## config.mk

```make
export PLATFORM = sky130hd
export DESIGN_NAME = interfaz_rx
export DESIGN_NICKNAME = d
export VERILOG_FILES = /design/src/rtl/interfaz_rx_pkg.sv /design/src/rtl/interfaz_rx_timeout_counter.sv /design/src/rtl/interfaz_rx.sv
export SDC_FILE = /design/constraint.sdc
export NUM_CORES = 1
export LEC_CHECK = 0
export CAP_MARGIN = 20
export CORE_MARGIN = 2
export CORE_UTILIZATION = 32
export CTS_BUF_LIST = sky130_fd_sc_hd__clkbuf_8
export DETAILED_ROUTE_END_ITERATION = 10
export PLACE_DENSITY_LB_ADDON = 0.1
export SLEW_MARGIN = 20
export SYNTH_ARGS = -nofsm -noshare
export SYNTH_HDL_FRONTEND = slang
export SYNTH_SLANG_ARGS = --single-unit
```

## constraint.sdc

```tcl
create_clock -name clk -period 6.2 [get_ports clk]
set_input_delay 0.93 -clock clk [delete_from_list [all_inputs] [get_ports clk]]
set_output_delay 0.93 -clock clk [all_outputs]
set_load 0.1 [all_outputs]
```

## src/rtl/interfaz_rx_pkg.sv

```systemverilog
// Shared definitions for the UART-to-ALU interface blocks (interfaz_rx / interfaz_tx).
package interfaz_rx_pkg;

  typedef enum logic [2:0] {
    ST_IDLE,
    ST_RX_A,
    ST_RX_B,
    ST_RX_OP,
    ST_ISSUE,
    ST_WAIT_TX
  } state_e;

  localparam int FRAME_BYTES            = 9;
  localparam int OPERAND_BYTES          = 4;
  localparam int DEFAULT_TIMEOUT_CYCLES = 1_000_000;

  // Operands arrive MSB first, so each new byte enters at the bottom.
  function automatic logic [31:0] shift_in_byte(input logic [31:0] field, input logic [7:0] b);
    return {field[23:0], b};
  endfunction

endpackage

```

## src/rtl/interfaz_rx_timeout_counter.sv

```systemverilog
// Inter-byte idle counter; expired is high for the cycle in which the count sits at TIMEOUT_CYCLES-1.
module rx_timeout_counter
  import interfaz_rx_pkg::*;
#(
  parameter int TIMEOUT_CYCLES = DEFAULT_TIMEOUT_CYCLES
) (
  input  logic clk,
  input  logic reset,
  input  logic clear_i,
  input  logic enable_i,
  output logic expired_o
);

  localparam int            CW   = (TIMEOUT_CYCLES > 1) ? $clog2(TIMEOUT_CYCLES) : 1;
  localparam logic [CW-1:0] LAST = CW'(TIMEOUT_CYCLES - 1);

  logic [CW-1:0] cnt_q;

  // NOTE: sequential state uses non-blocking assignments so every flop samples pre-edge values.
  always_ff @(posedge clk or posedge reset) begin
    if (reset) begin
      cnt_q <= '0;
    end else if (clear_i) begin
      cnt_q <= '0;
    end else if (enable_i && (cnt_q != LAST)) begin
      cnt_q <= cnt_q + CW'(1);
    end
  end

  assign expired_o = enable_i && (cnt_q == LAST);

endmodule

```

## src/rtl/interfaz_rx.sv

```systemverilog
// Assembles 9-byte UART frames (A, B, opcode) into registered ALU operands and handshakes with the Tx side.
module interfaz_rx
  import interfaz_rx_pkg::*;
#(
  parameter int TIMEOUT_CYCLES = DEFAULT_TIMEOUT_CYCLES
) (
  input  logic        clk,
  input  logic        reset,
  input  logic [7:0]  rx_data,
  input  logic        rx_done,
  input  logic        data_done,
  output logic [31:0] op_a,
  output logic [31:0] op_b,
  output logic [7:0]  opcode,
  output logic        new_result,
  output logic        busy,
  output logic        frame_error,
  output logic        overrun
);

  localparam logic [1:0] LAST_IDX = 2'(OPERAND_BYTES - 1);

  state_e      state_q, state_d;
  logic [1:0]  idx_q, idx_d;
  logic [31:0] a_asm_q, a_asm_d;
  logic [31:0] b_asm_q, b_asm_d;
  logic [31:0] op_a_q, op_a_d;
  logic [31:0] op_b_q, op_b_d;
  logic [7:0]  opcode_q, opcode_d;
  logic        overrun_q, overrun_d;
  logic        frame_error_q, frame_error_d;
  logic        byte_accept;
  logic        to_expired;

  rx_timeout_counter #(
    .TIMEOUT_CYCLES(TIMEOUT_CYCLES)
  ) u_timeout (
    .clk      (clk),
    .reset    (reset),
    .clear_i  (byte_accept || (state_q == ST_IDLE)),
    .enable_i (state_q inside {ST_RX_A, ST_RX_B, ST_RX_OP}),
    .expired_o(to_expired)
  );

  // NOTE: every variable gets its hold value first, so no path through the case infers a latch.
  always_comb begin
    state_d       = state_q;
    idx_d         = idx_q;
    a_asm_d       = a_asm_q;
    b_asm_d       = b_asm_q;
    op_a_d        = op_a_q;
    op_b_d        = op_b_q;
    opcode_d      = opcode_q;
    overrun_d     = overrun_q;
    frame_error_d = 1'b0;
    byte_accept   = 1'b0;
    unique case (state_q)
      ST_IDLE: if (rx_done) begin
        a_asm_d     = shift_in_byte(a_asm_q, rx_data);
        idx_d       = 2'd1;
        overrun_d   = 1'b0;
        byte_accept = 1'b1;
        state_d     = ST_RX_A;
      end
      ST_RX_A, ST_RX_B: begin
        if (rx_done) begin
          byte_accept = 1'b1;
          if (state_q == ST_RX_A) a_asm_d = shift_in_byte(a_asm_q, rx_data);
          else                    b_asm_d = shift_in_byte(b_asm_q, rx_data);
          if (idx_q == LAST_IDX) begin
            idx_d   = 2'd0;
            state_d = (state_q == ST_RX_A) ? ST_RX_B : ST_RX_OP;
          end else begin
            idx_d = idx_q + 2'd1;
          end
        end else if (to_expired) begin
          idx_d         = 2'd0;
          frame_error_d = 1'b1;
          state_d       = ST_IDLE;
        end
      end
      ST_RX_OP: begin
        if (rx_done) begin
          byte_accept = 1'b1;
          op_a_d      = a_asm_q;
          op_b_d      = b_asm_q;
          opcode_d    = rx_data;
          state_d     = ST_ISSUE;
        end else if (to_expired) begin
          frame_error_d = 1'b1;
          state_d       = ST_IDLE;
        end
      end
      ST_ISSUE: begin
        if (rx_done) overrun_d = 1'b1;
        state_d = ST_WAIT_TX;
      end
      ST_WAIT_TX: begin
        if (rx_done)   overrun_d = 1'b1;
        if (data_done) state_d   = ST_IDLE;
      end
      default: state_d = ST_IDLE;
    endcase
  end

  // NOTE: the assembly registers are reset too, so a frame cut short by reset leaves nothing behind.
  always_ff @(posedge clk or posedge reset) begin
    if (reset) begin
      state_q       <= ST_IDLE;
      idx_q         <= 2'd0;
      a_asm_q       <= '0;
      b_asm_q       <= '0;
      op_a_q        <= '0;
      op_b_q        <= '0;
      opcode_q      <= '0;
      overrun_q     <= 1'b0;
      frame_error_q <= 1'b0;
    end else begin
      state_q       <= state_d;
      idx_q         <= idx_d;
      a_asm_q       <= a_asm_d;
      b_asm_q       <= b_asm_d;
      op_a_q        <= op_a_d;
      op_b_q        <= op_b_d;
      opcode_q      <= opcode_d;
      overrun_q     <= overrun_d;
      frame_error_q <= frame_error_d;
    end
  end

  assign op_a        = op_a_q;
  assign op_b        = op_b_q;
  assign opcode      = opcode_q;
  assign new_result  = (state_q == ST_ISSUE);
  assign busy        = (state_q == ST_ISSUE) || (state_q == ST_WAIT_TX);
  assign frame_error = frame_error_q;
  assign overrun     = overrun_q;

endmodule

```

==> metrics.txt, run 1 <==
Placer Congestion 0.710; Mapped Cells 449; die area approximately 0.022 mm²; area grow syn2layout 24.1%; port bufs between 80 and 90; Post-synth EDFFs 0; layout cell share with drive strength beyond 1 between 30 and 40%; ys flop type dfrtp_1; Max Slew Vio Count 0; DIE WIDTH around 150 µm; Slew HR 31.5%; Simple-Gate Fraction of Synth Area 7.21%; Global Route Usage Sum between 10% and 20%; complex-gate fraction of the synthesized area approximately 2.9%; vias in the first global route between 4000 and 5000; top sig layer met4; Rows 52; drt total wl between 10000 and 15000 µm; Detailed Place HPWL approximately 8400 µm; Tightest Pin Transition 1.02 ns; wire per inst 15.9 µm; fillers ~1900; DR vias/cell 4.71; TritonCTS clock tree done; Final Hold Viols 0; synthesized area per cell between 10 and 15 µm²; Post-synth ARST share 100%; Clock Tree Root clkbuf_8; period utilization a little under three fifths; Critical Path Start Type register; CTS H-tree lvls 4; TNS Setup 0 ns; Crit. End Element output port; CTS Buffer Depth 2; CTS Buf Count 17; Adder-Cell Fraction of Synth Area 0.382%; initial detailed-routing violation count approximately 180; post-synthesis xor/xnor area fraction under 10%; worst min path class reg2reg; Yosys reg bits 163; Critical Path RT about 5.3 ns; largest net degree at the start of global routing roughly 120; Worst-Skew Late Latency between 0.4 and 0.5 ns; TritonCTS Sinks between 150 and 200; setup repair bufs after CTS 0; FMAX about 0.29 GHz; Yosys cell types 48; sequential-to-total area share from yosys stat slightly above 60%; outcome complete, no violations; Top Ports slightly below 90; cell area after synthesis between 0.006 and 0.007 mm²; first-pass GRT wire length about 21000 µm; RSZ-0062 raised after global routing false; Die H about 150 µm; hold-fix buffer count after cts 0; Synth Net Count around 460; met3 wire len 621 µm; number of remaining DRC errors 0; core area roughly 0.020 mm²; Pre-Repair DR Iteration Count 5; WL met2 roughly 6100 µm; Reg area 0.00408 mm²; mux contribution to synthesized area 23.8%; Setup Crit Path Kind reg2out; area of the multi-input gates approximately 0.0024 mm²; max_cap viols 0; # setup viols final 0; Initial Util about 32%; post-CTS sizing 0; Routed Antenna Nets 0; Nets 551; Synth warnings 0; gr ovfl total 0; clk_skew around 0.014 ns; Via Count 3856; diode count 0; worst-path fanout max 12; crit path DAT between 2 and 3 ns; initial antenna violation count 0; metal1 wirelength 6150 µm; largest family of logic cells by synthesized area multiplexers; Final min period around 3.5 ns; Clk pin slew, worst setup/hold paths ~0.080 ns
==> critical path, stage by stage (launching register included) <==
cell and delay (ns):
dfrtp_1 0.57, nor2b_1 0.26, nor2b_1 0.15, clkdlybuf4s50_1 1.14
==> sequential cells by signal, summed over array words and instances (netlist names) <==
| signal | count |
|---|---|
| op_a | 32 |
| b_asm_q | 32 |
| overrun | 1 |
| u_timeout.cnt_q | 20 |
| idx_q | 2 |
| a_asm_q | 32 |
| opcode | 8 |
| op_b | 32 |
| state_q | 3 |
| frame_error | 1 |
==> per-stage QoR <==
step                instances  hold WS (ns)  setup WS (ns)  instance area, µm²  util [%]
floorplan                 449         0.470          0.865                6550         -
global placement          787         0.486           2.54                7700      38.2
detailed placement        788         0.492           2.84                7720      38.3
CTS                       819         0.509           2.66                8120      40.2
global route              819         0.526           2.57                8120      40.3
finish                    819         0.502           2.71                8120      40.3
==> metal layers <==
metal	vias up	global-route usage, %
li1	1783	-
met4	0	4.13
met1	1996	16.1
met2	66	20.1
met3	11	4.25
met5	-	0
==> path summary, 6_finish.rpt <==
kind | startpoint | to | slack [ns] | depth (start not counted)
max | state_q[1] | new_result | 2.71 | 3
min | b_asm_q[28] | op_b[28] | 0.50 | 1
max reg2reg | u_timeout.cnt_q[12] | u_timeout.cnt_q[17] | 3.62 | 5
min reg2reg | b_asm_q[28] | op_b[28] | 0.50 | 1
max in group asynchronous | reset | b_asm_q[20] | 3.97 | 3
min in group asynchronous | reset | op_b[21] | 1.01 | 2
==> synth_stat cells, types with 4 or more instances <==
| library cell | instances | area [µm²] |
|---|---|---|
| mux2_1 | 12 | 135 |
| o211ai_1 | 4 | 30.0 |
| clkbuf_1 | 17 | 63.8 |
| xor2_1 | 8 | 70.1 |
| nand2_1 | 17 | 63.8 |
| nor2b_1 | 4 | 25.0 |
| dfrtp_1 | 163 | 4080 |
| mux2_2 | 125 | 1410 |
| nand4_1 | 4 | 25.0 |
| nand3_1 | 9 | 45.0 |
| xnor2_1 | 6 | 52.6 |
| nand2b_1 | 5 | 31.3 |
| or4_1 | 5 | 37.5 |
| nor2_1 | 20 | 75.1 |
==> placed cells by master (no fill, tap or decap), types with 5 or more instances in the layout <==
cell	Yosys	routed
nand2b_1	5	5
nand3_1	9	8
xnor2_1	6	6
nor2_1	20	17
dfrtp_1	163	163
mux2_2	125	125
clkdlybuf4s50_1	0	87
xor2_1	8	8
nand2_1	17	17
clkbuf_8	0	18
or4_1	5	5
mux2_1	12	12
==> layout make-up <==
cell class,instances,share of cell area [%]
Timing Repair Buffer,89,11.1
Tap cell,270,4.16
Inverter,2,0.185
Clock buffer,18,3.05
Sequential cell,163,50.2
Multi-Input combinational cell,264,29.5
Clock inverter,13,1.79
==> logic make-up after synthesis <==
group / count (synthesis)
AO/OA/AOI/OAI: 25
XOR/XNOR: 14
multiplexers: 138
AND/OR/NAND/NOR: 85
buffers and inverters: 22
flip-flops: 163
adder cells (fa/ha/maj): 2
Power of run 1 is left out: the tool's default activity adds up to more than one toggle a clock period on the data nets, which glitch-free logic cannot reach.
==> run 2, diff against run 1 <==
==> constraint.sdc (replaced) <==
create_clock -name clk -period 3.4 [get_ports clk]
set_input_delay 0.51 -clock clk [delete_from_list [all_inputs] [get_ports clk]]
set_output_delay 0.51 -clock clk [all_outputs]
set_load 0.1 [all_outputs]
==> run 2 against run 1 <==
Count of clock-buffer cells in the layout is 3 higher. Global-route usage up 0.51 points. Die area unchanged. Hold slack improved by 0.0053 ns. Cell area up 1.0%. Utilization is 0.42 points higher. Sequential cell count unchanged. Critical path depth increased by 2. Sequential share of layout area decreased by 0.51 points. Register-to-register slack worse by 2.8 ns. Largest cell class unchanged.
==> metrics.txt, run 2 (synthesis results as in run 1) <==
Clk pin slew, worst setup/hold paths 0.08 ns; Worst R2R End u_timeout.cnt_q[17]; drt total wl between 10000 and 15000 µm; first-pass GRT wire length about 22000 µm; crit path DAT slightly below 3 ns; Setup crit start u_timeout.cnt_q[12]; TritonCTS clock tree done; Clock Tree Root clkbuf_8; gr ovfl total 0; worst-path fanout max 12; Initial Util ~32%; Nets between 500 and 600; wire per inst 16.0 µm; number of remaining DRC errors 0; CP Depth 5; Slew HR 31.7%; # setup viols final 0; Rows between 50 and 60; largest net degree at the start of global routing 101; clk_skew 0.00698 ns; initial detailed-routing violation count around 120; Critical Path Start Type register; post-route design area a little over 0.008 mm²; Via Count about 3900; Routed Antenna Nets 0; Die H roughly 150 µm; diode count 0; post-CTS sizing 0; max_cap viols 0; FF-to-FF path depth 5; initial antenna violation count 0; CP endpoint u_timeout.cnt_q[17]; R2R Setup Slk 0.84 ns; port bufs slightly below 90; worst reg2reg startpoint u_timeout.cnt_q[12]; worst min path class reg2reg; TritonCTS Sinks roughly 160; Detailed Place HPWL between 8000 and 9000 µm; CTS Buffer Depth 2; hold-fix buffer count after cts 0; most used cell, CP or4_1; crit-path leading delay family simple AND/OR/NAND/NOR gates; Worst-Skew Late Latency approximately 0.44 ns; CTS Buf Count 17; Top Ports 88; FMAX approximately 0.39 GHz; Max Slew Vio Count 0; Final min period 2.56 ns; Final Hold Viols 0; area grow syn2layout 25.3%; Pre-Repair DR Iteration Count 4; crit-path cells or4b_1, or4_1, o21ai_2, or4_1, a21oi_2; outcome complete, no violations; setup repair bufs after CTS 0; die area between 0.02 and 0.025 mm²; RSZ-0062 raised after global routing false; Critical Path RT roughly 3.7 ns; DIE WIDTH 147 µm; most frequent cells in the layout 163 x dfrtp_1, 125 x mux2_2, 82 x clkdlybuf4s50_1, 21 x clkbuf_8, 18 x nor2_1; vias in the first global route approximately 4100; core area 0.0202 mm²; CTS H-tree lvls 4; DP Area between 0.007 and 0.008 mm²; most common cell after layout, fill and taps aside dfrtp_1; DR vias/cell approximately 4.7; layout cell share with drive strength beyond 1 around 32%; period utilization roughly three quarters; worst path bufs/invs 0; Crit. End Element register; Largest stage delay, worst path 0.75 ns; origin of the worst min-delay path op_b[27]; Global Route Usage Sum 13.0%; Tightest Pin Transition 1.02 ns; Setup Crit Path Kind reg2reg; Crit-path slowest cell or4_1; Placer Congestion between 0.7 and 0.8; TNS Setup 0 ns
## run 2: cell types whose count changed in the layout (fill, tap and decap cells not counted), moves of 2 or more
cell             previous run  this run
clkbuf_8                   18        21
clkdlybuf4s50_1            87        82
nor2b_2                     0         2
buf_12                      1         4
nor2b_1                     4         2
clkinvlp_4                  2         4
buf_4                       1        10
clkinv_2                    4         1
## run 2: stage by stage
step / setup slack [ns] / hold WS, ns / utilization, % / std cells
floorplan: 0.360 / 0.470 / - / 449
global placement: 0.804 / 0.482 / 38.7 / 795
detailed placement: 0.817 / 0.485 / 38.7 / 795
CTS: 0.835 / 0.512 / 40.7 / 827
global route: 0.748 / 0.519 / 40.7 / 827
finish: 0.838 / 0.507 / 40.7 / 827
## run 2: cell type report
type | instances | area (µm²)
inverter | 2 | 11.3
clock buffer | 21 | 289
multi-input combinational | 264 | 2400
timing repair buffer | 96 | 976
clock inverter | 11 | 111
fill | 1929 | 12000
sequential | 163 | 4080
tap | 270 | 338
## run 2: routing by layer
layer / share of wire (%) / global-route usage (%)
met4: 1.4 / 5.05
met5: 0 / 0
met3: 6.0 / 4.75
met1: 45 / 16.4
met2: 47 / 20.7
## run 2: worst min path at each step
stage | to | cells past startpoint
after CTS | op_a[29] | 3
after floorplan | idx_q[1] | 1
after global placement | overrun | 1
after detailed placement | overrun | 1
after global routing | op_a[5] | 1
final | op_b[27] | 1
Power of run 2 is left out for the same reason.
==> run 3, diff against run 2 <==
==> constraint.sdc (replaced) <==
create_clock -name clk -period 2.5 [get_ports clk]
set_input_delay 0.375 -clock clk [delete_from_list [all_inputs] [get_ports clk]]
set_output_delay 0.375 -clock clk [all_outputs]
set_load 0.1 [all_outputs]
==> run 3 against run 2 <==
Cell count grew 1.2%. Hold slack lost 0.11 ns. Wire length grew 0.17%. Register-to-register slack lost 0.69 ns. Cell area shrank 0.73%. Utilization shrank 0.30 points. Count of clock-buffer cells in the layout shrank 1. Fmax grew 8.9%. Clock skew grew 0.0041 ns. Sequential cell count is the same. Global-route usage grew 0.20 points. Critical path depth is the same. Largest cell class unchanged.
==> metrics.txt, run 3 (synthesis results as in run 1) <==
crit path DAT between 2 and 3 ns; RSZ-0062 raised after global routing false; CTS Buf Count 17; TritonCTS clock tree done; TNS Setup 0 ns; clk_skew 0.0111 ns; outcome complete, no violations; met3 wire len 632 µm; gr ovfl total 0; worst-path fanout max 8; vias in the first global route 4108; most common cell after layout, fill and taps aside dfrtp_1; Placer Congestion 0.798; R2R Setup Slk around 0.15 ns; Initial Util roughly a third; worst reg2reg startpoint u_timeout.cnt_q[12]; setup repair bufs after CTS 0; Detailed Place HPWL between 9000 and 10000 µm; metal1 wirelength 6240 µm; FF-to-FF path depth 5; initial antenna violation count 0; Top Ports 88; WL met2 6250 µm; Global Route Usage Sum about an eighth; area grow syn2layout 24.4%; Setup Crit Path Kind reg2reg; CTS Buffer Depth 2; wire per inst 15.8 µm; Worst-Skew Late Latency 0.44 ns; Critical Path RT between 2 and 3 ns; core area around 0.020 mm²; FMAX 0.425 GHz; max_cap viols 0; die area about 0.022 mm²; post-CTS sizing 0; Slew HR about 62%; Pre-Repair DR Iteration Count 6; Max Slew Vio Count 0; drt total wl about 13000 µm; layout cell share with drive strength beyond 1 approximately 47%; port bufs 87; Die H between 100 and 150 µm; Crit. End Element register; Final min period between 2 and 2.5 ns; Routed Antenna Nets 0; Clk pin slew, worst setup/hold paths around 0.080 ns; Critical Path Start Type register; Clock Tree Root clkbuf_8; top sig layer met4; worst min path class in2async; Final Hold Viols 0; hold-fix buffer count after cts 0; DIE WIDTH about 150 µm; CTS H-tree lvls 4; Rows between 50 and 60; fillers 1945; largest net degree at the start of global routing between 100 and 150; TritonCTS Sinks approximately 160; period utilization a little over nine tenths; DR vias/cell roughly 4.6; most frequent cells in the layout 163 x dfrtp_1, 125 x mux2_2, 87 x buf_4, 20 x clkbuf_8, 18 x nor2_1; # setup viols final 0; number of remaining DRC errors 0; initial detailed-routing violation count about 150; Via Count a little under 4000; first-pass GRT wire length about 22000 µm; diode count 0; Nets about 570; Worst R2R End idx_q[0]; Tightest Pin Transition about 0.56 ns
[run 3: cell types whose count changed in the layout (fill, tap and decap cells not counted), moves of 2 or more]
cell             change
inv_1                -3
buf_12               +4
buf_4               +77
clkinv_4             +2
nor2b_4              +2
clkdlybuf4s50_1     -71
nor2b_2              -2
clkinvlp_4           +2
[run 3: critical path: stages (launching register included)]
cell     delay (ns)
dfrtp_1        0.41
or4b_1         0.52
or4_1          0.74
nor3_4         0.19
o21ai_2        0.09
mux2_4         0.30
[run 3: area by class of cell]
type                       instances  area [µm²]  area share, %
tap                              270         338           4.15
sequential                       163        4080           50.1
inverter                           2        11.3          0.138
clock inverter                    12         108           1.32
multi-input combinational        264        2410           29.6
clock buffer                      20         275           3.38
timing repair buffer             106         923           11.3
[run 3: worst max-delay path by stage]
stage | from | endpoint | slack [ns] | cells after the start
CTS | u_timeout.cnt_q[12] | idx_q[0] | 0.14 | 5
finish | u_timeout.cnt_q[12] | idx_q[0] | 0.15 | 5
global route | u_timeout.cnt_q[12] | u_timeout.cnt_q[17] | 0.02 | 6
global placement | u_timeout.cnt_q[12] | idx_q[0] | 0.17 | 5
floorplan | reset | a_asm_q[0] | 0.05 | 1
detailed placement | u_timeout.cnt_q[12] | idx_q[0] | 0.16 | 5
[run 3: metrics by stage]
stage	area [µm²]	util [%]	instances	hold WS [ns]	setup slack (ns)
floorplan	6560	-	449	0.470	0.0542
global placement	7760	38.5	805	0.483	0.173
detailed placement	7760	38.5	805	0.486	0.155
CTS	8140	40.4	837	0.387	0.139
global route	8140	40.4	837	0.382	0.0209
finish	8140	40.4	837	0.396	0.148
[run 3: layer usage]
layer	track usage (%)	vias up
li1	-	1821
met1	17.9	1962
met2	20.1	65
met3	4.66	7
met4	4.18	0
met5	0	-
Power of run 3 is left out for the same reason.
